==> config.mk <==
export PLATFORM = sky130hd
export DESIGN_NAME = mov_sprite_scan
export DESIGN_NICKNAME = d
export VERILOG_FILES = /design/src/rtl/mov_sprite_pkg.sv /design/src/rtl/mov_sprite_attr_table.sv /design/src/rtl/mov_sprite_scan.sv
export SDC_FILE = /design/constraint.sdc
export NUM_CORES = 1
export LEC_CHECK = 0
export CAP_MARGIN = 20
export CELL_PAD_IN_SITES_DETAIL_PLACEMENT = 1
export CELL_PAD_IN_SITES_GLOBAL_PLACEMENT = 1
export CORE_MARGIN = 8
export CORE_UTILIZATION = 52
export CTS_CLUSTER_DIAMETER = 200
export DETAILED_ROUTE_END_ITERATION = 10
export GPL_ROUTABILITY_DRIVEN = 0
export PLACE_DENSITY = 0.79
export SETUP_SLACK_MARGIN = 0.15
export SLEW_MARGIN = 10
export SYNTH_ARGS = -nofsm -noshare
export SYNTH_HDL_FRONTEND = slang
export SYNTH_SLANG_ARGS = --single-unit
export TNS_END_PERCENT = 100
==> constraint.sdc <==
create_clock -name clock -period 10.15 [get_ports clock]
set_input_delay 2.5375 -clock clock [delete_from_list [all_inputs] [get_ports clock]]
set_output_delay 2.5375 -clock clock [all_outputs]
set_load 0.01 [all_outputs]
==> src/rtl/mov_sprite_pkg.sv <==
// rtl/mov_sprite_pkg.sv - shared constants, records and state enum for the moving-sprite line scanner (option macro: MOV_SPRITE_FLIP_EN)
package mov_sprite_pkg;

  localparam int NUM_ENTRIES_DEFAULT = 8;
  localparam int LINE_SLOTS_DEFAULT  = 4;
  localparam int SPRITE_SIZE         = 16;

  // One attribute table entry; the mirror bit only exists when flipping is built in.
  typedef struct packed {
    logic [9:0] xpos;
    logic [9:0] ypos;
    logic [5:0] sel;
    logic       enable;
`ifdef MOV_SPRITE_FLIP_EN
    logic       flip;
`endif
  } sprite_attr_t;

  // One entry of the per-line sprite list (shadow and active lists share this shape).
  typedef struct packed {
    logic [9:0] xpos;
    logic [5:0] sel;
    logic [3:0] row;
`ifdef MOV_SPRITE_FLIP_EN
    logic       flip;
`endif
  } line_slot_t;

  typedef enum logic [1:0] {
    IDLE = 2'd0,
    SCAN = 2'd1,
    DONE = 2'd2
  } scan_state_t;

  // True when pos lies in [origin, origin+SPRITE_SIZE); 11-bit compare so a sprite
  // near the bottom/right edge never wraps back to coordinate 0.
  function automatic logic in_span(input logic [9:0] pos, input logic [9:0] origin);
    logic [10:0] p;
    logic [10:0] o;
    p = {1'b0, pos};
    o = {1'b0, origin};
    return (p >= o) && (p < (o + 11'(SPRITE_SIZE)));
  endfunction

endpackage

==> src/rtl/mov_sprite_attr_table.sv <==
// rtl/mov_sprite_attr_table.sv - sprite attribute register table, one write port and one combinational read port
module mov_sprite_attr_table
  import mov_sprite_pkg::*;
#(
  parameter int NUM_ENTRIES = NUM_ENTRIES_DEFAULT,
  parameter int IDX_W       = 3
) (
  input  logic             clock,
  input  logic             reset,
  input  logic             wr_en,
  input  logic [2:0]       wr_index,
  input  sprite_attr_t     wr_attr,
  input  logic [IDX_W-1:0] rd_index,
  output sprite_attr_t     rd_attr
);

  sprite_attr_t table_q [NUM_ENTRIES];

  // Reset only hides entries; positions and patterns keep whatever they held.
  always_ff @(posedge clock) begin
    if (reset) begin
      for (int i = 0; i < NUM_ENTRIES; i++) begin
        table_q[i].enable <= 1'b0;
      end
    end else if (wr_en && (32'(wr_index) < NUM_ENTRIES)) begin
      table_q[wr_index] <= wr_attr;
    end
  end

  // Read returns the pre-write value, so a same-cycle write never disturbs the scan.
  always_comb begin
    rd_attr = table_q[rd_index];
  end

endmodule

==> src/rtl/mov_sprite_scan.sv <==
// rtl/mov_sprite_scan.sv - per-line sprite evaluation and pixel request pipeline (option macro: MOV_SPRITE_FLIP_EN)
module mov_sprite_scan
  import mov_sprite_pkg::*;
#(
  parameter int NUM_ENTRIES = NUM_ENTRIES_DEFAULT,
  parameter int LINE_SLOTS  = LINE_SLOTS_DEFAULT
) (
  input  logic       clock,
  input  logic       reset,
  input  logic       wr_en,
  input  logic [2:0] wr_index,
  input  logic [9:0] wr_xpos,
  input  logic [9:0] wr_ypos,
  input  logic [5:0] wr_sel,
  input  logic       wr_enable,
  input  logic       wr_flip,
  input  logic       line_start,
  input  logic [9:0] line_num,
  input  logic [9:0] hcount,
  input  logic       pixel_valid,
  output logic [5:0] spr_select,
  output logic [3:0] spr_x,
  output logic [3:0] spr_y,
  input  logic [1:0] spr_data,
  input  logic       spr_men,
  output logic [1:0] pix_out,
  output logic       pix_hit,
  output logic       overflow
);

  localparam int IDX_W = (NUM_ENTRIES > 1) ? $clog2(NUM_ENTRIES) : 1;
  localparam int CNT_W = $clog2(LINE_SLOTS + 1);
  localparam logic [IDX_W-1:0] LAST_IDX = IDX_W'(NUM_ENTRIES - 1);

  scan_state_t      state_q;
  scan_state_t      state_d;
  logic [IDX_W-1:0] scan_idx;
  logic [9:0]       line_q;
  sprite_attr_t     wr_attr;
  sprite_attr_t     scan_attr;
  logic             scan_hit;
  line_slot_t       new_slot;
  line_slot_t       shadow_slot [LINE_SLOTS];
  logic [CNT_W-1:0] shadow_cnt;
  line_slot_t       active_slot [LINE_SLOTS];
  logic [LINE_SLOTS-1:0] active_valid;
  logic             look_hit;
  line_slot_t       look_slot;
  logic [3:0]       look_col;
  logic             req_hit;

`ifndef MOV_SPRITE_FLIP_EN
  logic unused_flip;
  assign unused_flip = wr_flip;
`endif

  // Gather the write-port fields into one table record.
  always_comb begin
    wr_attr        = '0;
    wr_attr.xpos   = wr_xpos;
    wr_attr.ypos   = wr_ypos;
    wr_attr.sel    = wr_sel;
    wr_attr.enable = wr_enable;
`ifdef MOV_SPRITE_FLIP_EN
    wr_attr.flip   = wr_flip;
`endif
  end

  mov_sprite_attr_table #(
    .NUM_ENTRIES (NUM_ENTRIES),
    .IDX_W       (IDX_W)
  ) u_attr_table (
    .clock    (clock),
    .reset    (reset),
    .wr_en    (wr_en),
    .wr_index (wr_index),
    .wr_attr  (wr_attr),
    .rd_index (scan_idx),
    .rd_attr  (scan_attr)
  );

  // FSM state register.
  always_ff @(posedge clock) begin
    if (reset) begin
      state_q <= IDLE;
    end else begin
      state_q <= state_d;
    end
  end

  // FSM next state; line_start restarts the scan from any state.
  always_comb begin
    state_d = state_q;
    case (state_q)
      IDLE:    state_d = IDLE;
      SCAN:    if (scan_idx == LAST_IDX) state_d = DONE;
      DONE:    state_d = IDLE;
      default: state_d = IDLE;
    endcase
    if (line_start) begin
      state_d = SCAN;
    end
  end

  // Vertical hit test for the entry under the scan counter and its list record.
  always_comb begin
    scan_hit      = scan_attr.enable && in_span(line_q, scan_attr.ypos);
    new_slot      = '0;
    new_slot.xpos = scan_attr.xpos;
    new_slot.sel  = scan_attr.sel;
    new_slot.row  = line_q[3:0] - scan_attr.ypos[3:0];
`ifdef MOV_SPRITE_FLIP_EN
    new_slot.flip = scan_attr.flip;
`endif
  end

  // Scan counter and shadow list build; extra hits are dropped and flagged.
  always_ff @(posedge clock) begin
    if (reset) begin
      scan_idx   <= '0;
      line_q     <= '0;
      shadow_cnt <= '0;
      overflow   <= 1'b0;
    end else if (line_start) begin
      scan_idx   <= '0;
      line_q     <= line_num;
      shadow_cnt <= '0;
      overflow   <= 1'b0;
    end else if (state_q == SCAN) begin
      scan_idx <= scan_idx + IDX_W'(1);
      if (scan_hit) begin
        if (shadow_cnt < CNT_W'(LINE_SLOTS)) begin
          for (int i = 0; i < LINE_SLOTS; i++) begin
            if (CNT_W'(i) == shadow_cnt) begin
              shadow_slot[i] <= new_slot;
            end
          end
          shadow_cnt <= shadow_cnt + CNT_W'(1);
        end else begin
          overflow <= 1'b1;
        end
      end
    end
  end

  // Publish the finished shadow list to the active list during DONE only.
  always_ff @(posedge clock) begin
    if (reset) begin
      active_valid <= '0;
    end else if ((state_q == DONE) && !line_start) begin
      for (int i = 0; i < LINE_SLOTS; i++) begin
        active_slot[i]  <= shadow_slot[i];
        active_valid[i] <= (CNT_W'(i) < shadow_cnt);
      end
    end
  end

  // Horizontal lookup: lowest active slot covering hcount wins, even if it turns out transparent.
  always_comb begin
    look_hit  = 1'b0;
    look_slot = '0;
    for (int i = LINE_SLOTS - 1; i >= 0; i--) begin
      if (active_valid[i] && in_span(hcount, active_slot[i].xpos)) begin
        look_hit  = 1'b1;
        look_slot = active_slot[i];
      end
    end
    look_hit = look_hit && pixel_valid;
    look_col = hcount[3:0] - look_slot.xpos[3:0];
`ifdef MOV_SPRITE_FLIP_EN
    if (look_slot.flip) begin
      look_col = 4'd15 - look_col;
    end
`endif
  end

  // Stage 1: memory request; a miss presents all-zero fields with req_hit low.
  always_ff @(posedge clock) begin
    if (reset || !look_hit) begin
      req_hit    <= 1'b0;
      spr_select <= '0;
      spr_x      <= '0;
      spr_y      <= '0;
    end else begin
      req_hit    <= 1'b1;
      spr_select <= look_slot.sel;
      spr_x      <= look_col;
      spr_y      <= look_slot.row;
    end
  end

  // Stage 2: colour 0 and masked memory responses are transparent.
  always_ff @(posedge clock) begin
    if (reset) begin
      pix_hit <= 1'b0;
      pix_out <= '0;
    end else if (req_hit && spr_men && (spr_data != 2'd0)) begin
      pix_hit <= 1'b1;
      pix_out <= spr_data;
    end else begin
      pix_hit <= 1'b0;
      pix_out <= '0;
    end
  end

endmodule

==> flow_metrics.env, run 1 <==
export IMPL_status="completed"
export IMPL_die_w_um=200
export IMPL_start_kind="input pin"
export IMPL_relSlewSlack_pct=27.6
export IMPL_synthesis_area_um2=17500
export IMPL_grt_use_total_pct=20.1
export IMPL_p_total_mw=3.63
export IMPL_slew_viol_final=0
export IMPL_tightest_slew_ns=1.09
export IMPL_p_per_area_nw_per_um2=179
export IMPL_pin_count=77
export IMPL_port_buffers=75
export IMPL_synthArstFlopShare_pct=0
export IMPL_leakage_nw=6.92
export IMPL_hold_buffers=0
export IMPL_critPathRequiredTime_ns=10.52
export IMPL_clk_pin_slew_ns=0.06
export IMPL_fin_skew_ns=0.0117
export IMPL_syn_to_final_growth_pct=15.6
export IMPL_setup_viol=0
export IMPL_route_detailed_wl_per_inst_um=24.3
export IMPL_wl_um=39600
export IMPL_worstSkewPairLatency_ns=0.53
export IMPL_synth_edf_count=376
export IMPL_grt_max_degree=81
export IMPL_fin_crit_sh_pct=61.9
export IMPL_final_cell_mix="edfxtp_1 (376), ha_1 (93), clkdlybuf4s50_1 (75)"
export IMPL_end_kind="flop"
export IMPL_vias=9451
export IMPL_cap_viol_max_count=0
export IMPL_postSynthCellCount=1040
export IMPL_wl_met1_um=16100
export IMPL_grt_pass1_vias=10400
export IMPL_path_class="in -> reg"
export IMPL_cts_setup_buffers=0
export IMPL_drc=0
export IMPL_rsz0062_at_grt="false"
export IMPL_wl_met2_um=20700
export IMPL_final_common_cell="edfxtp_1"
export IMPL_grt_antenna_before_repair=4
export IMPL_peakVddDrop_v=0.000166
export IMPL_final_hold_violation_count=0
export IMPL_crit_path_start="hcount[8]"
export IMPL_drt_first_pass_iters=5
export IMPL_tns_ns=0
export IMPL_post_cts_resized=0
export IMPL_grt_first_pass_wirelength_um=60000
export IMPL_cp_max_fo=13
export IMPL_min_path_type="reg -> reg"
export IMPL_ant_nets=0
export IMPL_met3WireLength_um=1670
export IMPL_cts_inserted_buffers=43
export IMPL_yosysWarnings=0
export IMPL_cp_arrival_ns=6.65
export IMPL_num_rows=67
export IMPL_htree_num_levels=2
export IMPL_ys_ff_latch=420
export IMPL_final_net_count=1305
export IMPL_synth_nets=1194
export IMPL_grt_ovfl_total=0
export IMPL_dieArea_um2=39900
export IMPL_cts_buffer_depth=3
export IMPL_drtIter0Drc=507
export IMPL_initial_core_util_pct=52.6
export IMPL_coreArea_um2=33400
export IMPL_vias_per_cell=5.79
export IMPL_synth_top_flop_cell="edfxtp_1"
export IMPL_die_h_um=200
export IMPL_period_needed_ns=6.28
export IMPL_avgSynthCellArea_um2=16.9
export IMPL_clock_sinks=420
export IMPL_synth_distinct_cells=64
export IMPL_hp_start="shadow_slot[1][11]"
export IMPL_dp_hpwl_um=25000
export IMPL_top_layer="met5"
export IMPL_fmax_mhz=159
export IMPL_seq_area_frac_synth_pct=69.4
export IMPL_drive_gt1_share_pct=15.1
export IMPL_root_buffer="clkbuf_16"
export IMPL_cts_tree="yes"
## final timing paths
check | slack [ns] | end | cells past startpoint
worst max-delay path | 3.87 | spr_x[3] | 16
worst min-delay path | 0.41 | active_slot[1][11] | 0
worst max register to register | 5.26 | shadow_slot[1][7] | 13
worst min register to register | 0.41 | active_slot[1][11] | 0
## routing by layer
metal / track usage, % / up-vias
met2: 36.9 / 229
met4: 7.06 / 6
met1: 23.7 / 4847
li1: - / 4286
met3: 3.20 / 83
met5: 0 / -
## state kept, by name, indices dropped and copies added (netlist names), 3 cells and up, named ones only
name,cells
active_valid,4
spr_y,4
line_q,10
shadow_slot,80
active_slot,80
spr_x,4
scan_idx,3
spr_select,6
shadow_cnt,3
u_attr_table.table_q,216
## per-stage QoR
stage                     area, µm²  hold slack, ns  setup slack, ns  util [%]  cells
after CTS                     20300           0.417             3.89      60.7   1631
final                         20300           0.415             3.87      60.8   1633
after global routing          20300           0.422             3.65      60.8   1633
after floorplan               17500           0.400            0.992         -   1040
after global placement        18900           0.400             3.45      56.6   1553
after detailed placement      18900           0.406             3.37      56.6   1553
## synthesized netlist by cell type (3+ instances only)
library cell  count  area (µm²)
mux2_2           17         191
a21o_1            7        52.6
ha_1             93        1160
o2111ai_1         3        26.3
xnor2_1          21         184
mux2i_1          24         240
dfxtp_1          44         881
a21boi_0          3        22.5
nor2_1           45         169
inv_1            64         240
o21ai_0          28         140
buf_2             9        45.0
a211oi_1          8        60.1
o21a_1            7        52.6
xor2_1            4        35.0
mux4_2           54        1220
nor3_1           23         115
nor2b_1           7        43.8
nand3_1          22         110
and2_1           13        81.3
nand2_1          26        97.6
nand2b_1         12        75.1
a21oi_2           6        52.6
o21bai_1          3        22.5
a21oi_1          25         125
a221o_1          13         130
o211ai_1         13        97.6
and4b_1           3        30.0
edfxtp_1        376       11300
a31oi_1           3        18.8
clkbuf_1         15        56.3
and3_1            4        25.0
## cell type report
cell class                 instances  area [µm²]
multi-input combinational        527        5020
antenna                            1        2.50
clock buffer                      61        1150
fill                            3054       13100
timing repair buffer              95         905
sequential                       420       12200
clock inverter                    17         223
tap                              448         561
inverter                          64         240
## cells by family (layout without fill, tap and decap cells)
logic type	Yosys count	after routing	share of synthesized area, %
compound gates	146	146	6.18
buf+inv	93	237	2.18
xor+xnor	25	25	1.25
flops	420	420	69.4
other cells	0	1	0
fa+ha+maj	95	95	6.86
mux	95	95	9.40
simple gates	166	166	4.73
## report_power, final
| group | total (mW) | switching, mW | internal [mW] |
|---|---|---|---|
| Sequential | 1.91 | 0.0101 | 1.90 |
| Combinational | 0.161 | 0.0898 | 0.0715 |
| Clock | 1.55 | 0.633 | 0.922 |
| Total | 3.63 | 0.733 | 2.89 |
## critical path, stage by stage
cell and delay [ns]:
clkdlybuf4s50_1 0.75, ha_1 0.33, a2111o_1 0.44, a2111o_1 0.37
a32oi_2 0.32, a211oi_2 0.12, buf_4 0.23, a221o_1 0.31
a31o_2 0.23, inv_1 0.06, ha_1 0.22, a21o_1 0.16
a21oi_1 0.21, xnor2_1 0.17, o21a_1 0.15, nor3_1 0.04
Note: power is estimated with default switching activity, not from simulation.
==> run 2: changes to the inputs <==
CORE_UTILIZATION = 47   (was 52)
PLACE_DENSITY = 0.76   (was 0.79)
clock period = 5.24 ns   (was 10.15 ns; I/O delays follow)
==> flow_metrics.env, run 2 (synthesized netlist as in run 1, its figures left out) <==
export IMPL_rsz0062_at_grt="false"
export IMPL_fin_skew_ns=0.0130
export IMPL_fin_crit_sh_pct=89.7
export IMPL_grt_first_pass_wirelength_um=60300
export IMPL_slowest_delay_ns=0.57
export IMPL_grt_use_total_pct=17.9
export IMPL_cap_viol_max_count=0
export IMPL_grt_max_degree=81
export IMPL_hold_buffers=0
export IMPL_tns_ns=0
export IMPL_cp_arrival_ns=5.12
export IMPL_num_rows=70
export IMPL_largest_register_ff_count=216
export IMPL_ant_nets=0
export IMPL_port_buffers=75
export IMPL_grt_ovfl_total=0
export IMPL_peakVddDrop_v=0.000299
export IMPL_die_w_um=209
export IMPL_reg_top3="u_attr_table.table_q: 216 flops, active_slot: 80 flops, shadow_slot: 80 flops"
export IMPL_crit_path_start="hcount[2]"
export IMPL_dp_hpwl_um=26300
export IMPL_clk_pin_slew_ns=0.07
export IMPL_cp_max_fo=8
export IMPL_period_needed_ns=4.70
export IMPL_fin_ws_ns=0.541
export IMPL_syn_to_final_growth_pct=16.8
export IMPL_tightest_slew_ns=0.699
export IMPL_dpl_cell_area_um2=19100
export IMPL_drc=0
export IMPL_p_per_area_nw_per_um2=343
export IMPL_path_class="in -> reg"
export IMPL_worstSkewPairLatency_ns=0.54
export IMPL_initial_core_util_pct=47.8
export IMPL_drtIter0Drc=573
export IMPL_hp_start="shadow_slot[1][13]"
export IMPL_wl_um=39200
export IMPL_drive_gt1_share_pct=16.4
export IMPL_final_cell_mix="edfxtp_1 (376), ha_1 (93), clkdlybuf4s50_1 (75)"
export IMPL_vias_per_cell=5.68
export IMPL_cts_inserted_buffers=43
export IMPL_final_common_cell="edfxtp_1"
export IMPL_cp_top_family="compound AO/OA/AOI/OAI gates"
export IMPL_path_buf_inv=2
export IMPL_final_cells=1669
export IMPL_slew_viol_final=0
export IMPL_min_path_type="reg -> reg"
export IMPL_clock_sinks=420
export IMPL_critPathRequiredTime_ns=5.66
export IMPL_relSlewSlack_pct=53.3
export IMPL_post_cts_resized=0
export IMPL_regMostFlops="u_attr_table.table_q"
export IMPL_drt_first_pass_iters=5
export IMPL_start_kind="input pin"
export IMPL_coreArea_um2=36700
export IMPL_status="completed"
export IMPL_htree_num_levels=2
export IMPL_cts_setup_buffers=0
export IMPL_die_h_um=209
export IMPL_p_total_mw=7.02
export IMPL_cts_tree="yes"
export IMPL_end_kind="flop"
export IMPL_vias=9481
export IMPL_whs_ns=0.416
export IMPL_fmax_mhz=213
export IMPL_fin_util_pct=55.8
export IMPL_dp_cells=1593
export IMPL_finalInstanceArea_um2=20500
export IMPL_crit_chain="clkdlybuf4s50_1 -> ha_1 -> a211oi_1 -> o21ai_1 -> a2111oi_1 -> o21bai_1 -> and2_1 -> buf_4 -> a221oi_2 -> a211oi_1 -> a21oi_1 -> ha_1 -> a21oi_1 -> xnor2_1 -> o21a_1 -> nor3_1"
export IMPL_grt_antenna_before_repair=2
export IMPL_setup_viol=0
export IMPL_route_detailed_wl_per_inst_um=23.5
export IMPL_final_net_count=1324
export IMPL_pre_cts_ws_ns=0.164
export IMPL_dieArea_um2=43800
export IMPL_leakage_nw=7.05
export IMPL_final_hold_violation_count=0
export IMPL_critical_path_slowest_cell="clkdlybuf4s50_1"
export IMPL_cts_buffer_depth=3
export IMPL_pin_count=77
export IMPL_root_buffer="clkbuf_16"
export IMPL_n_fill_cell=3355
export IMPL_grt_pass1_vias=10500
## run 2: changes by cell type in the layout (fill, tap and decap cells not counted), moves of 2 or more
cell,change
buf_12,+2
buf_4,+18
clkbuf_1,-6
clkbuf_16,+3
clkinv_1,+3
clkinvlp_4,-2
## run 2: worst register-to-register path: stages (launching register included)
cell and delay, ns:
dfxtp_4 0.58, buf_4 0.38, mux4_2 0.57, mux2_2 0.30, ha_1 0.21, fa_1 0.41, a21boi_0 0.22, o21ai_0 0.14
a21oi_1 0.18, o41a_1 0.27, and2_1 0.21, and4b_1 0.21, buf_4 0.33
## run 2: area by class of cell
type / instances / area (µm²) / area share (%)
Sequential cell: 420 / 12200 / 59.4
Multi-Input combinational cell: 527 / 5020 / 24.5
Clock buffer: 58 / 1210 / 5.89
Timing Repair Buffer: 114 / 1070 / 5.21
Tap cell: 468 / 586 / 2.86
Inverter: 64 / 240 / 1.17
Clock inverter: 17 / 189 / 0.922
Antenna cell: 1 / 2.50 / 0.0122
## run 2: worst paths after layout
path	end	slack [ns]	depth (start not counted)
worst min register to register	active_slot[1][13]	0.42	0
worst min-delay path	active_slot[1][13]	0.42	0
worst max register to register	shadow_slot[3][4]	0.85	12
worst max-delay path	spr_x[3]	0.54	16
## run 2: power breakdown
part,leakage (nW),total (mW),internal (mW),switching (mW)
Sequential,3.75,3.70,3.68,0.0184
Clock,0.680,3.01,1.81,1.20
Combinational,2.61,0.313,0.143,0.170
Total,7.05,7.02,5.63,1.39
## run 2: layer usage
layer  up-vias  share of wire [%]  track usage, %
li1       4322                  -               -
met3        80                3.6            2.72
met2       180                 53            32.9
met4         2                2.7            5.78
met5         -              0.033               0
met1      4897                 41            21.2
==> run 3: changes to the inputs <==
CTS_CLUSTER_SIZE = 12   (was unset)
==> flow_metrics.env, run 3 (synthesized netlist as in run 1, its figures left out) <==
export IMPL_cp_arrival_ns=4.98
export IMPL_slowest_delay_ns=0.57
export IMPL_grt_ovfl_total=0
export IMPL_tightest_slew_ns=0.736
export IMPL_drtIter0Drc=468
export IMPL_cp_max_fo=8
export IMPL_die_w_um=209
export IMPL_die_h_um=209
export IMPL_cts_setup_buffers=0
export IMPL_fin_util_pct=55.3
export IMPL_fmax_mhz=220
export IMPL_period_needed_ns=4.55
export IMPL_wl_um=38400
export IMPL_coreArea_um2=36700
export IMPL_met3WireLength_um=1460
export IMPL_route_detailed_wl_per_inst_um=23.0
export IMPL_tns_ns=0
export IMPL_post_cts_resized=0
export IMPL_status="completed"
export IMPL_grt_max_degree=81
export IMPL_slew_viol_final=0
export IMPL_hold_path_depth=0
export IMPL_reg2reg_slack_ns=0.88
export IMPL_root_buffer="clkbuf_16"
export IMPL_wl_met2_um=20000
export IMPL_clock_sinks=420
export IMPL_clk_pin_slew_ns=0.07
export IMPL_n_fill_cell=3394
export IMPL_port_buffers=75
export IMPL_crit_end="spr_x[3]"
export IMPL_min_path_type="reg -> reg"
export IMPL_r2r_end="shadow_slot[2][15]"
export IMPL_hold_buffers=0
export IMPL_cts_inserted_buffers=40
export IMPL_drc=0
export IMPL_wl_met1_um=15600
export IMPL_cap_viol_max_count=0
export IMPL_path_class="in -> reg"
export IMPL_largest_register_ff_count=216
export IMPL_syn_to_final_growth_pct=15.6
export IMPL_crit_chain="clkdlybuf4s50_1 -> ha_1 -> a211oi_1 -> o21ai_1 -> a2111oi_1 -> o21bai_1 -> and2_1 -> buf_4 -> a221oi_2 -> a211oi_1 -> a21oi_1 -> ha_1 -> a21oi_1 -> xnor2_1 -> o21a_1 -> nor3_1"
export IMPL_cts_buffer_depth=3
export IMPL_critPathRequiredTime_ns=5.66
export IMPL_final_net_count=1321
export IMPL_grt_first_pass_wirelength_um=59500
export IMPL_reg_top3="u_attr_table.table_q: 216 flops, active_slot: 80 flops, shadow_slot: 80 flops"
export IMPL_fin_crit_sh_pct=86.9
export IMPL_top_layer="met5"
export IMPL_peakVddDrop_v=0.000315
export IMPL_reg2regPathDepth=12
export IMPL_cts_tree="yes"
export IMPL_num_rows=70
export IMPL_drive_gt1_share_pct=15.1
export IMPL_p_per_area_nw_per_um2=329
export IMPL_dp_hpwl_um=26300
export IMPL_grt_pass1_vias=10500
export IMPL_fin_skew_ns=0.0363
export IMPL_setup_viol=0
export IMPL_rsz0062_at_grt="false"
export IMPL_pin_count=77
export IMPL_grt_antenna_before_repair=2
export IMPL_ant_nets=0
export IMPL_regMostFlops="u_attr_table.table_q"
export IMPL_relSlewSlack_pct=50.8
export IMPL_end_kind="flop"
export IMPL_vias=9418
export IMPL_final_common_cell="edfxtp_1"
export IMPL_vias_per_cell=5.65
export IMPL_critical_path_slowest_cell="clkdlybuf4s50_1"
export IMPL_worstSkewPairLatency_ns=0.55
export IMPL_dieArea_um2=43800
export IMPL_start_kind="input pin"
export IMPL_crit_path_start="hcount[2]"
export IMPL_drt_first_pass_iters=4
export IMPL_leakage_nw=6.92
export IMPL_initial_core_util_pct=47.8
export IMPL_grt_use_total_pct=17.6
export IMPL_final_cell_mix="edfxtp_1 (376), ha_1 (93), clkdlybuf4s50_1 (75)"
export IMPL_htree_num_levels=2
export IMPL_final_hold_violation_count=0
-- run 3: layout make-up --
cell class | instances | area, µm² | share of cell area [%]
Timing Repair Buffer | 114 | 1070 | 5.27
Inverter | 64 | 240 | 1.18
Multi-Input combinational cell | 527 | 5020 | 24.8
Clock buffer | 72 | 1140 | 5.63
Antenna cell | 1 | 2.50 | 0.0123
Clock inverter | 2 | 38.8 | 0.191
Sequential cell | 420 | 12200 | 60.1
Tap cell | 468 | 586 | 2.89
-- run 3: routing by layer --
layer	global-route usage (%)	up-vias
li1	-	4325
met1	20.7	4820
met2	32.2	193
met3	2.47	78
met4	6.85	2
met5	0	-
-- run 3: report_power, final --
part / switching (mW) / total (mW) / internal, mW
Combinational: 0.168 / 0.311 / 0.143
Clock: 1.17 / 2.65 / 1.48
Sequential: 0.0182 / 3.70 / 3.68
-- run 3: worst max-delay path, delay by kind of cell --
kind                     cells  cell delay [ns]
AO/OA/AOI/OAI                9             1.75
buffers and inverters        2             0.76
adder cells (fa/ha/maj)      2             0.70
AND/OR/NAND/NOR              2             0.28
XOR/XNOR                     1             0.17
-- run 3: worst min path at each step --
stage,start,end,slack (ns)
floorplan,shadow_slot[0][0],active_slot[0][0],0.40
global placement,shadow_slot[1][6],active_slot[1][6],0.40
detailed placement,shadow_slot[1][12],active_slot[1][12],0.41
CTS,shadow_slot[1][12],active_slot[1][12],0.42
global route,shadow_slot[1][10],active_slot[1][10],0.42
finish,shadow_slot[2][4],active_slot[2][4],0.42
-- run 3: per-stage QoR --
| stage | cells | power, mW | worst slack [ns] | hold slack (ns) | area (µm²) |
|---|---|---|---|---|---|
| 5_1_grt | 1668 | 6.88 | 0.369 | 0.423 | 20300 |
| 3_5_place_dp | 1593 | 4.08 | 0.164 | 0.406 | 19100 |
| 2_1_floorplan | 1040 | 3.93 | 0.948 | 0.400 | 17600 |
| 4_1_cts | 1667 | 6.74 | 0.730 | 0.420 | 20300 |
| 3_3_place_gp | 1593 | 4.07 | 0.202 | 0.400 | 19100 |
| 6_report | 1668 | 6.66 | 0.686 | 0.417 | 20300 |
